[src/rtl/pipe_pkg.sv]
// Shared types for the two-entry skid pipeline register: occupancy state and payload entry.
package pipe_pkg;

  localparam int unsigned DEF_WIDTH = 64;
  localparam int unsigned DEF_TAG_W = 6;

  // Encoding equals the number of valid entries, so occupancy is the state itself.
  typedef enum logic [1:0] {
    EMPTY = 2'd0,
    ONE   = 2'd1,
    FULL  = 2'd2
  } skid_state_t;

  typedef struct packed {
    logic [DEF_TAG_W-1:0] tag;
    logic [DEF_WIDTH-1:0] data;
  } pipe_entry_t;

endpackage

[src/rtl/skid_slot.sv]
// Enable-loaded storage for one pipeline entry; clears to zero on reset.
module skid_slot
  import pipe_pkg::*;
(
  input  logic        clk,
  input  logic        reset,
  input  logic        load,
  input  pipe_entry_t d,
  output pipe_entry_t q
);

  always_ff @(posedge clk or negedge reset) begin
    if (!reset) begin
      q <= '0;
    end else if (load) begin
      q <= d;
    end
  end

endmodule

[src/rtl/pipe_skid_reg64.sv]
// Two-entry elastic pipeline register with registered in_ready, synchronous flush
// and a saturating downstream-stall counter.
module pipe_skid_reg64
  import pipe_pkg::*;
#(
  parameter int unsigned WIDTH = DEF_WIDTH,
  parameter int unsigned TAG_W = DEF_TAG_W,
  parameter int unsigned CNT_W = 16
) (
  input  logic             clk,
  input  logic             reset,
  input  logic             flush,
  input  logic             in_valid,
  output logic             in_ready,
  input  logic [WIDTH-1:0] in_data,
  input  logic [TAG_W-1:0] in_tag,
  output logic             out_valid,
  input  logic             out_ready,
  output logic [WIDTH-1:0] out_data,
  output logic [TAG_W-1:0] out_tag,
  output logic [1:0]       occupancy,
  output logic [CNT_W-1:0] stall_cnt
);

  skid_state_t state_q, state_d;
  logic        in_ready_q, in_ready_d;
  logic        in_fire, out_fire;
  logic        main_load, skid_load, main_from_skid;
  pipe_entry_t in_entry, main_d, main_q, skid_q;
  logic [CNT_W-1:0] cnt_q;

  assign in_entry.tag  = in_tag;
  assign in_entry.data = in_data;

  assign in_fire  = in_valid & in_ready_q;
  assign out_fire = out_valid & out_ready;

  always_comb begin
    state_d        = state_q;
    main_load      = 1'b0;
    skid_load      = 1'b0;
    main_from_skid = 1'b0;
    if (flush) begin
      state_d = EMPTY;
    end else begin
      unique case (state_q)
        EMPTY: begin
          if (in_fire) begin
            main_load = 1'b1;
            state_d   = ONE;
          end
        end
        ONE: begin
          if (in_fire && out_fire) begin
            main_load = 1'b1;
          end else if (in_fire) begin
            skid_load = 1'b1;
            state_d   = FULL;
          end else if (out_fire) begin
            state_d = EMPTY;
          end
        end
        FULL: begin
          // in_ready is low here, so only the drain path can fire.
          if (out_fire) begin
            main_load      = 1'b1;
            main_from_skid = 1'b1;
            state_d        = ONE;
          end
        end
        default: state_d = EMPTY;
      endcase
    end
    in_ready_d = (state_d != FULL);
    main_d     = main_from_skid ? skid_q : in_entry;
  end

  always_ff @(posedge clk or negedge reset) begin
    if (!reset) begin
      state_q    <= EMPTY;
      in_ready_q <= 1'b1;
    end else begin
      state_q    <= state_d;
      in_ready_q <= in_ready_d;
    end
  end

  always_ff @(posedge clk or negedge reset) begin
    if (!reset) begin
      cnt_q <= '0;
    end else if (out_valid && !out_ready && (cnt_q != {CNT_W{1'b1}})) begin
      cnt_q <= cnt_q + CNT_W'(1);
    end
  end

  skid_slot u_main (
    .clk   (clk),
    .reset (reset),
    .load  (main_load),
    .d     (main_d),
    .q     (main_q)
  );

  skid_slot u_skid (
    .clk   (clk),
    .reset (reset),
    .load  (skid_load),
    .d     (in_entry),
    .q     (skid_q)
  );

  assign in_ready  = in_ready_q;
  assign out_valid = (state_q != EMPTY);
  assign out_data  = main_q.data;
  assign out_tag   = main_q.tag;
  assign occupancy = state_q;
  assign stall_cnt = cnt_q;

endmodule
[config.mk]
export PLATFORM = sky130hd
export DESIGN_NAME = pipe_skid_reg64
export DESIGN_NICKNAME = d
export VERILOG_FILES = /design/src/rtl/pipe_pkg.sv /design/src/rtl/skid_slot.sv /design/src/rtl/pipe_skid_reg64.sv
export SDC_FILE = /design/constraint.sdc
export NUM_CORES = 1
export LEC_CHECK = 0
export CAP_MARGIN = 25
export CORE_ASPECT_RATIO = 2
export CORE_MARGIN = 2
export CORE_UTILIZATION = 30
export CTS_BUF_LIST = sky130_fd_sc_hd__clkbuf_16
export CTS_CLUSTER_SIZE = 28
export DETAILED_ROUTE_END_ITERATION = 7
export PLACE_DENSITY = 0.61
export SLEW_MARGIN = 0
export SYNTH_ARGS = -nofsm -noshare
export SYNTH_HDL_FRONTEND = slang
export SYNTH_SLANG_ARGS = --single-unit
[constraint.sdc]
create_clock -name clk -period 1.97 [get_ports clk]
set_input_delay 0.394 -clock clk [delete_from_list [all_inputs] [get_ports clk]]
set_output_delay 0.394 -clock clk [all_outputs]
set_load 0.01 [all_outputs]
==> results of run 1 <==
## placed cells by master, fill, tap and decap left out, drive strengths merged
cell and n:
nor2b 1, clkinv 4, buf 27, dlygate4sd3 1, nor2 4, nand3 1, o22a 1, and4 1
nor3b 3, nor4 4, mux2i 1, and2 1, xor2 15, and3b 1, o21a 1, inv 7
dfstp 1, dfrtp 158, nor3 9, nand4 4, clkdlybuf4s50 160, clkbuf 18, and3 4, o211ai 1
mux2 211, or2 1, o21bai 1, dlymetal6s2s 2, clkinvlp 1, nor4b 1, nor4bb 1, nand2b 2
nand2 9, bufinv 1, ha 1
## worst reg2reg max path, stage by stage (launching register included)
cell and delay, ps:
dfstp_2 530, nand2_1 140, nor4b_4 400, buf_12 270
mux2_2 410
## cells by family after synthesis
family	share of synthesized area (%)
AO/OA/AOI/OAI	0.449
XOR/XNOR	1.89
adder cells (fa/ha/maj)	0.180
buffers and inverters	2.03
flip-flops	57.1
multiplexers	34.2
AND/OR/NAND/NOR	4.08
## per-layer routing
| layer | GRT usage [%] | vias up | wire length [microns] | part of all wire, % |
|---|---|---|---|---|
| li1 | - | 2033 | - | - |
| met1 | 13.6 | 2269 | 5960 | 35 |
| met2 | 27.4 | 118 | 9640 | 57 |
| met3 | 4.57 | 30 | 757 | 4.5 |
| met4 | 6.79 | 0 | 476 | 2.8 |
| met5 | 0 | - | 0 | 0 |
## final cells by class
type / instances / area share (%)
tap: 280 / 3.60
multi-input combinational: 279 / 29.5
inverter: 1 / 0.0385
clock inverter: 12 / 0.874
timing repair buffer: 191 / 20.7
sequential: 159 / 40.9
clock buffer: 17 / 4.37
## per-stage QoR
step | TNS [ps] | instances
final | 0 | 939
after global routing | 0 | 939
after CTS | -92.0 | 938
after detailed placement | -54720 | 905
after global placement | -48450 | 905
after floorplan | 0 | 463
## power breakdown
group	internal (mW)	total [mW]	leakage, nW	switching [mW]
logic	1.42	2.20	1.93	0.778
registers	4.08	4.53	1.93	0.456
clock network	1.68	2.93	0.264	1.25
## registers in the layout (all words and copies together), names as in the netlist
name / cells
occupancy: 2
in_ready: 1
u_skid.q: 70
u_main.q: 70
stall_cnt: 16
## final timing paths
path                             startpoint      endpoint  slack (ps)  cells after the start
worst max-delay path               in_ready      in_ready          80                      1
worst min-delay path              out_ready      in_ready         420                      3
worst max register to register     in_ready  u_skid.q[40]         100                      4
worst min register to register  u_skid.q[5]   u_skid.q[5]         490                      1
max in group asynchronous             reset   u_main.q[7]         970                      3
min in group asynchronous             reset  u_skid.q[40]         440                      2
## what timing repair did
action	4_1_cts	5_1_grt
buffers inserted	2	0
setup endpoints to repair	9	50
resized for setup	4	6
hold buffers	1	0
pin swaps	1	0
endpoints found under the hold margin	29	0
gates cloned	1	1
==> results.yml, run 1 <==
synthesis:
  async_reset_ff_share_pct: 100
  avgSynthCellArea_sq_um: 15.0
  yosys.area.top_type: "dfrtp_1"
  yosys.area.top_type_share_pct: 56.8
  ys_top_cells_by_count: "158 x dfrtp_1, 135 x mux2_2, 76 x mux2_1"
  ys_seq_area_share_pct: 57.1
  ys.flop_type: "dfrtp_1"
  netlist_top_cells_area: "dfrtp_1 57%, mux2_2 22%, mux2_1 12%, xor2_1 1.9%, buf_2 1.2%"
  synth_edf_count: 0
  synth_nets: 539
  syn_inst: 463
  yosysMostFrequentCell: "dfrtp_1"
  yosysWarnings: 0
  syn_area_sq_mm: 0.00697
  ys_ff_latch: 159
  synth.distinct_cells: 31
drt:
  route.antenna.remaining_nets: 0
  via_count: 4450
  routed_wl_microns: 16800
  viasPerCell: 4.74
  wl_per_cell_microns: 17.9
  drt-pass1-iter-count: 4
  drc: 0
  drtIter0Drc: 135
cells_and_area:
  fin_util_pct: 42.8
  multi_input_area_sq_mm: 0.00288
  n_antenna_cell: 0
  syn_to_final_growth_pct: 39.8
  n_fill_cell: 2131
  drive_gt1_share_pct: 29.0
  regArea_sq_mm: 0.00398
  stdcell_area_sq_mm: 0.00974
  layout.nets: 725
cts:
  cts_tree: "built"
  cts-root-buf: "clkbuf_16"
  clk_latency_ps: 430
  h-tree-depth: 4
  numCtsBuffers: 17
  path_clk_slew_ps: 60
  clk_path_buf_depth: 2
  clock_sinks: 159
place:
  io_buffer_count: 164
  post_dp_cell_area_sq_mm: 0.00912
  place_ws_ps: -506
  dp_hpwl_microns: 11800
  gp_congestion: 0.730
grt:
  track_usage_pct: 14.3
  grt_pass1_wl_microns: 26800
  grt_pass1_vias: 5064
  grt_start_max_net_pins: 41
  antenna_found_initial: 0
  grt_overflow: 0
pwr:
  peakVddDrop_mv: 0.715
  power_leakage_nw: 4.13
  p_per_area_mw_per_mm2: 992
  finalPower_mw: 9.66
die:
  dieWidth_microns: 112
  die_height_microns: 220
  rows: 78
  io_pins: 165
  initial_utilization_pct: 30.6
  core_sq_mm: 0.0227
  die_area_sq_mm: 0.0245
timing:
  period_minus_slack_ps: 1890
  rsz0062_at_grt: "no"
  skew_ps: 7.77
  fmax_mhz: 528
  setup_ws_ps: 77.7
  finalSetupViolations: 0
  hold_ws_ps: 424
  hold_viol: 0
  fin_crit_sh_pct: 96.1
  maxSlewHeadroom_pct: 72.9
  final-max-slew-violation-count: 0
  tightestPinTransition_ps: 407
critical_path:
  cp_slowest_cell: "clkdlybuf4s50_1"
  crit_required_ps: 1580
  critPathKind: "reg2out"
  arrival_ps: 1500
  slowest_delay_ps: 540
  path_cells: "clkdlybuf4s50_1"
  cp_num_buf_inv: 1
  crit_fanout: 2
  critPathLaunchType: "flop"
  critPathCaptureType: "output pin"
  path_delay_family: "buffers and inverters"
min_path:
  min_path_type: "in2reg"
flow_run:
  maxCapViolCount: 0
run_status:
  status: "finished, final reports clean"
Power figures use the tool's default switching activity.
==> inputs of run 2 (changes only) <==
--- a/config.mk
+++ b/config.mk
@@ -6,7 +6,7 @@
 export NUM_CORES = 1
 export LEC_CHECK = 0
 export CAP_MARGIN = 25
-export CORE_ASPECT_RATIO = 2
+export CORE_ASPECT_RATIO = 0.5
 export CORE_MARGIN = 2
 export CORE_UTILIZATION = 30
 export CTS_BUF_LIST = sky130_fd_sc_hd__clkbuf_16
==> results.yml, run 2 (synthesis gave the netlist of run 1 again) <==
run_status:
  status: "finished, final reports clean"
cells_and_area:
  regArea_sq_mm: 0.00398
  final_common_cell: "clkdlybuf4s50_1"
  multi_input_area_sq_mm: 0.00288
  n_antenna_cell: 0
  layout.nets: 751
  syn_to_final_growth_pct: 44.2
  n_fill_cell: 2070
  final_cell_mix: "161 x clkdlybuf4s50_1, 157 x dfrtp_1, 135 x mux2_2, 76 x mux2_1, 34 x buf_4"
  fin_util_pct: 44.1
  drive_gt1_share_pct: 32.8
drt:
  drt-pass1-iter-count: 4
  route.antenna.remaining_nets: 0
  wl_per_cell_microns: 16.0
  drtIter0Drc: 155
  via_count: 4464
  routed_wl_microns: 15900
  drc: 0
  viasPerCell: 4.49
timing:
  finalSetupViolations: 0
  setup_ws_ps: 36.2
  hold_ws_ps: 475
  maxSlewHeadroom_pct: 67.6
  final-max-slew-violation-count: 0
  fmax_mhz: 517
  skew_ps: 7.31
  hold_viol: 0
  tightestPinTransition_ps: 486
  fin_crit_sh_pct: 98.2
  period_minus_slack_ps: 1930
critical_path:
  arrival_ps: 2240
  crit_top_cell: "buf_12"
  critPathLaunchType: "input pin"
  path_delay_family: "buffers and inverters"
  crit_required_ps: 2280
  cp_num_buf_inv: 3
  crit_fanout: 13
  critPathCaptureType: "flop"
  path_cells: "clkdlybuf4s50_1, nand2b_1, nor3b_4, buf_12, buf_12, mux2_2, mux2_1"
  critPathKind: "in2reg"
  cp_slowest_cell: "clkdlybuf4s50_1"
  slowest_delay_ps: 430
die:
  rows: 39
  die_height_microns: 112
  initial_utilization_pct: 30.6
  io_pins: 165
  die_area_sq_mm: 0.0245
  core_sq_mm: 0.0228
  dieWidth_microns: 220
grt:
  track_usage_pct: 13.8
  grt_start_max_net_pins: 48
  grt_overflow: 0
  grt_pass1_wl_microns: 25900
  grt_pass1_vias: 4887
  antenna_found_initial: 0
cts:
  clk_latency_ps: 430
  path_clk_slew_ps: 60
  numCtsBuffers: 17
  cts-root-buf: "clkbuf_16"
  cts_tree: "built"
  h-tree-depth: 4
  cts_setup_buffers: 0
  clock_sinks: 159
  clk_path_buf_depth: 2
pwr:
  power_leakage_nw: 4.28
  peakVddDrop_mv: 0.386
  p_per_area_mw_per_mm2: 983
place:
  place_ws_ps: -440
  dp_hpwl_microns: 11600
  gp_congestion: 0.793
  io_buffer_count: 164
min_path:
  min_path_type: "in2async"
flow_run:
  maxCapViolCount: 0
run 2: path summary, 6_finish.rpt:
check,endpoint,startpoint,cells after the start,slack [ps]
worst max-delay path,u_main.q[26],flush,7,40
worst min-delay path,u_main.q[62],reset,2,480
worst max register to register,stall_cnt[1],stall_cnt[0],6,120
worst min register to register,u_skid.q[3],u_skid.q[3],1,490
max in group asynchronous,u_skid.q[53],reset,3,890
min in group clk,u_skid.q[3],u_skid.q[3],1,490
run 2: routing by layer:
metal / vias up / global-route usage, % / routed length [microns]
li1: 2090 / - / -
met1: 2301 / 16.4 / 6940
met2: 57 / 23.8 / 8230
met3: 16 / 4.40 / 545
met4: 0 / 4.28 / 234
met5: - / 0 / 0
run 2: area by class of cell:
class                   count  area share, %
multi-input cells         279           28.7
inverters                   1         0.0374
flip-flops and latches    159           39.6
repair buffers            217           22.4
clock inverters            15           1.21
clock buffers              17           4.23
well taps                 307           3.82
run 2: worst register-to-register path: stages (launching register included):
cell and delay (ps):
dfrtp_1 390, ha_1 240, and4_1 240, nor4bb_4 170
buf_2 170, nor2_1 180, mux2_2 350
run 2: per-stage QoR:
stage | cell area [sq um] | cells | TNS, ps | total power [mW]
after global routing | 10000 | 995 | -30.2 | 10.5
after CTS | 10000 | 995 | 0 | 10.0
final | 10000 | 995 | 0 | 9.87
after floorplan | 6970 | 463 | 0 | 5.49
after global placement | 9470 | 961 | -48980 | 6.80
after detailed placement | 9470 | 962 | -48240 | 6.90
run 2: power by group:
| group | internal (mW) | switching [mW] | total (mW) |
|---|---|---|---|
| clock network | 1.72 | 1.36 | 3.09 |
| registers | 4.08 | 0.397 | 4.47 |
| logic | 1.49 | 0.827 | 2.32 |
run 2: timing repair:
item,CTS,global route
hold endpoints to repair,42,0
endpoints found under the setup margin,6,36
pin swaps,0,1
resized for setup,4,5
hold buffers,1,0
==> inputs of run 3 (changes only) <==
--- a/config.mk
+++ b/config.mk
@@ -13,6 +13,7 @@
 export CTS_CLUSTER_SIZE = 28
 export DETAILED_ROUTE_END_ITERATION = 7
 export PLACE_DENSITY = 0.61
+export SETUP_SLACK_MARGIN = 0.02
 export SLEW_MARGIN = 0
 export SYNTH_ARGS = -nofsm -noshare
 export SYNTH_HDL_FRONTEND = slang
==> results.yml, run 3 (synthesis gave the netlist of run 1 again) <==
run_status:
  status: "finished, final reports clean"
cells_and_area:
  stdcell_count: 995
  layout.nets: 751
  drive_gt1_share_pct: 32.8
  stdcell_area_sq_mm: 0.0101
  final_common_cell: "clkdlybuf4s50_1"
  final_cell_mix: "161 x clkdlybuf4s50_1, 157 x dfrtp_1, 135 x mux2_2, 76 x mux2_1, 34 x buf_4"
  n_antenna_cell: 0
  fin_util_pct: 44.1
  n_fill_cell: 2070
  regArea_sq_mm: 0.00398
  multi_input_area_sq_mm: 0.00288
  syn_to_final_growth_pct: 44.3
die:
  die_height_microns: 112
  dieWidth_microns: 220
  io_pins: 165
  rows: 39
  core_sq_mm: 0.0228
  die_area_sq_mm: 0.0245
  initial_utilization_pct: 30.6
critical_path:
  crit_required_ps: 2280
  crit_fanout: 13
  critPathCaptureType: "flop"
  arrival_ps: 2240
  critPathKind: "in2reg"
  critPathLaunchType: "input pin"
min_path:
  min_path_type: "in2async"
pwr:
  finalPower_mw: 9.88
  p_per_area_mw_per_mm2: 982
  power_leakage_nw: 4.26
  peakVddDrop_mv: 0.386
grt:
  antenna_found_initial: 0
  grt_pass1_vias: 4888
  grt_pass1_wl_microns: 25900
  track_usage_pct: 13.8
  grt_start_max_net_pins: 48
  grt_overflow: 0
drt:
  route.antenna.remaining_nets: 0
  routed_wl_microns: 15900
  via_count: 4467
  viasPerCell: 4.49
  drtIter0Drc: 165
  drt-pass1-iter-count: 4
  drc: 0
  wl_per_cell_microns: 16.0
cts:
  numCtsBuffers: 17
  cts_tree: "built"
  cts-root-buf: "clkbuf_16"
  clock_sinks: 159
  path_clk_slew_ps: 60
  clk_path_buf_depth: 2
  h-tree-depth: 4
  cts_setup_buffers: 0
  clk_latency_ps: 430
timing:
  hold_ws_ps: 474
  tightestPinTransition_ps: 483
  finalSetupViolations: 0
  skew_ps: 7.30
  fmax_mhz: 517
  fin_crit_sh_pct: 98.1
  final-max-slew-violation-count: 0
  rsz0062_at_grt: "yes"
  setup_ws_ps: 36.6
  hold_viol: 0
  tns_ps: 0
  period_minus_slack_ps: 1930
  maxSlewHeadroom_pct: 67.8
place:
  place_ws_ps: -440
  dp_cells: 962
  post_dp_cell_area_sq_mm: 0.00947
  dp_hpwl_microns: 11600
  gp_congestion: 0.793
  io_buffer_count: 164
flow_run:
  maxCapViolCount: 0
run 3: cell types whose count changed in the layout (fill, tap and decap cells not counted), sizes merged:
cell           previous run  this run
dlygate4sd2               0         1
clkdlybuf4s15             0         1
dlymetal6s2s              1         0
buf                      54        53
run 3: worst paths after layout:
| path | cells after the start | end | slack (ps) | from |
|---|---|---|---|---|
| setup reg to reg | 6 | stall_cnt[1] | 120 | stall_cnt[0] |
| max in group asynchronous | 3 | u_skid.q[53] | 890 | reset |
| setup / recovery | 7 | u_main.q[26] | 40 | flush |
| hold reg to reg | 1 | u_skid.q[3] | 490 | u_skid.q[3] |
| min in group clk | 1 | u_skid.q[3] | 490 | u_skid.q[3] |
| hold / removal | 2 | u_main.q[62] | 470 | reset |
run 3: critical path, cell delays in order:
cell and delay (ps):
clkdlybuf4s50_1 430, nand2b_1 210, nor3b_4 250, buf_12 180
buf_12 150, mux2_2 340, mux2_1 290
run 3: final cells by class:
cell class	count	area share, %
timing repair buffer	217	22.4
multi-input combinational	279	28.7
sequential	159	39.6
inverter	1	0.0373
clock buffer	17	4.23
tap	307	3.82
clock inverter	15	1.21
run 3: routing by layer:
layer | part of all wire, % | track usage (%)
met4 | 1.5 | 4.28
met1 | 43 | 16.4
met3 | 3.4 | 4.40
met2 | 52 | 23.8
met5 | 0 | 0
run 3: repair_timing:
item	CTS	global route
setup endpoints to repair	7	98
hold buffers	1	0
endpoints found under the hold margin	42	0
resized for setup	6	3
pin swaps	0	1
run 3: report_power, final:
group	internal (mW)	switching, mW	total (mW)
sequential	4.08	0.397	4.47
combinational	1.49	0.826	2.32
clock	1.72	1.36	3.09
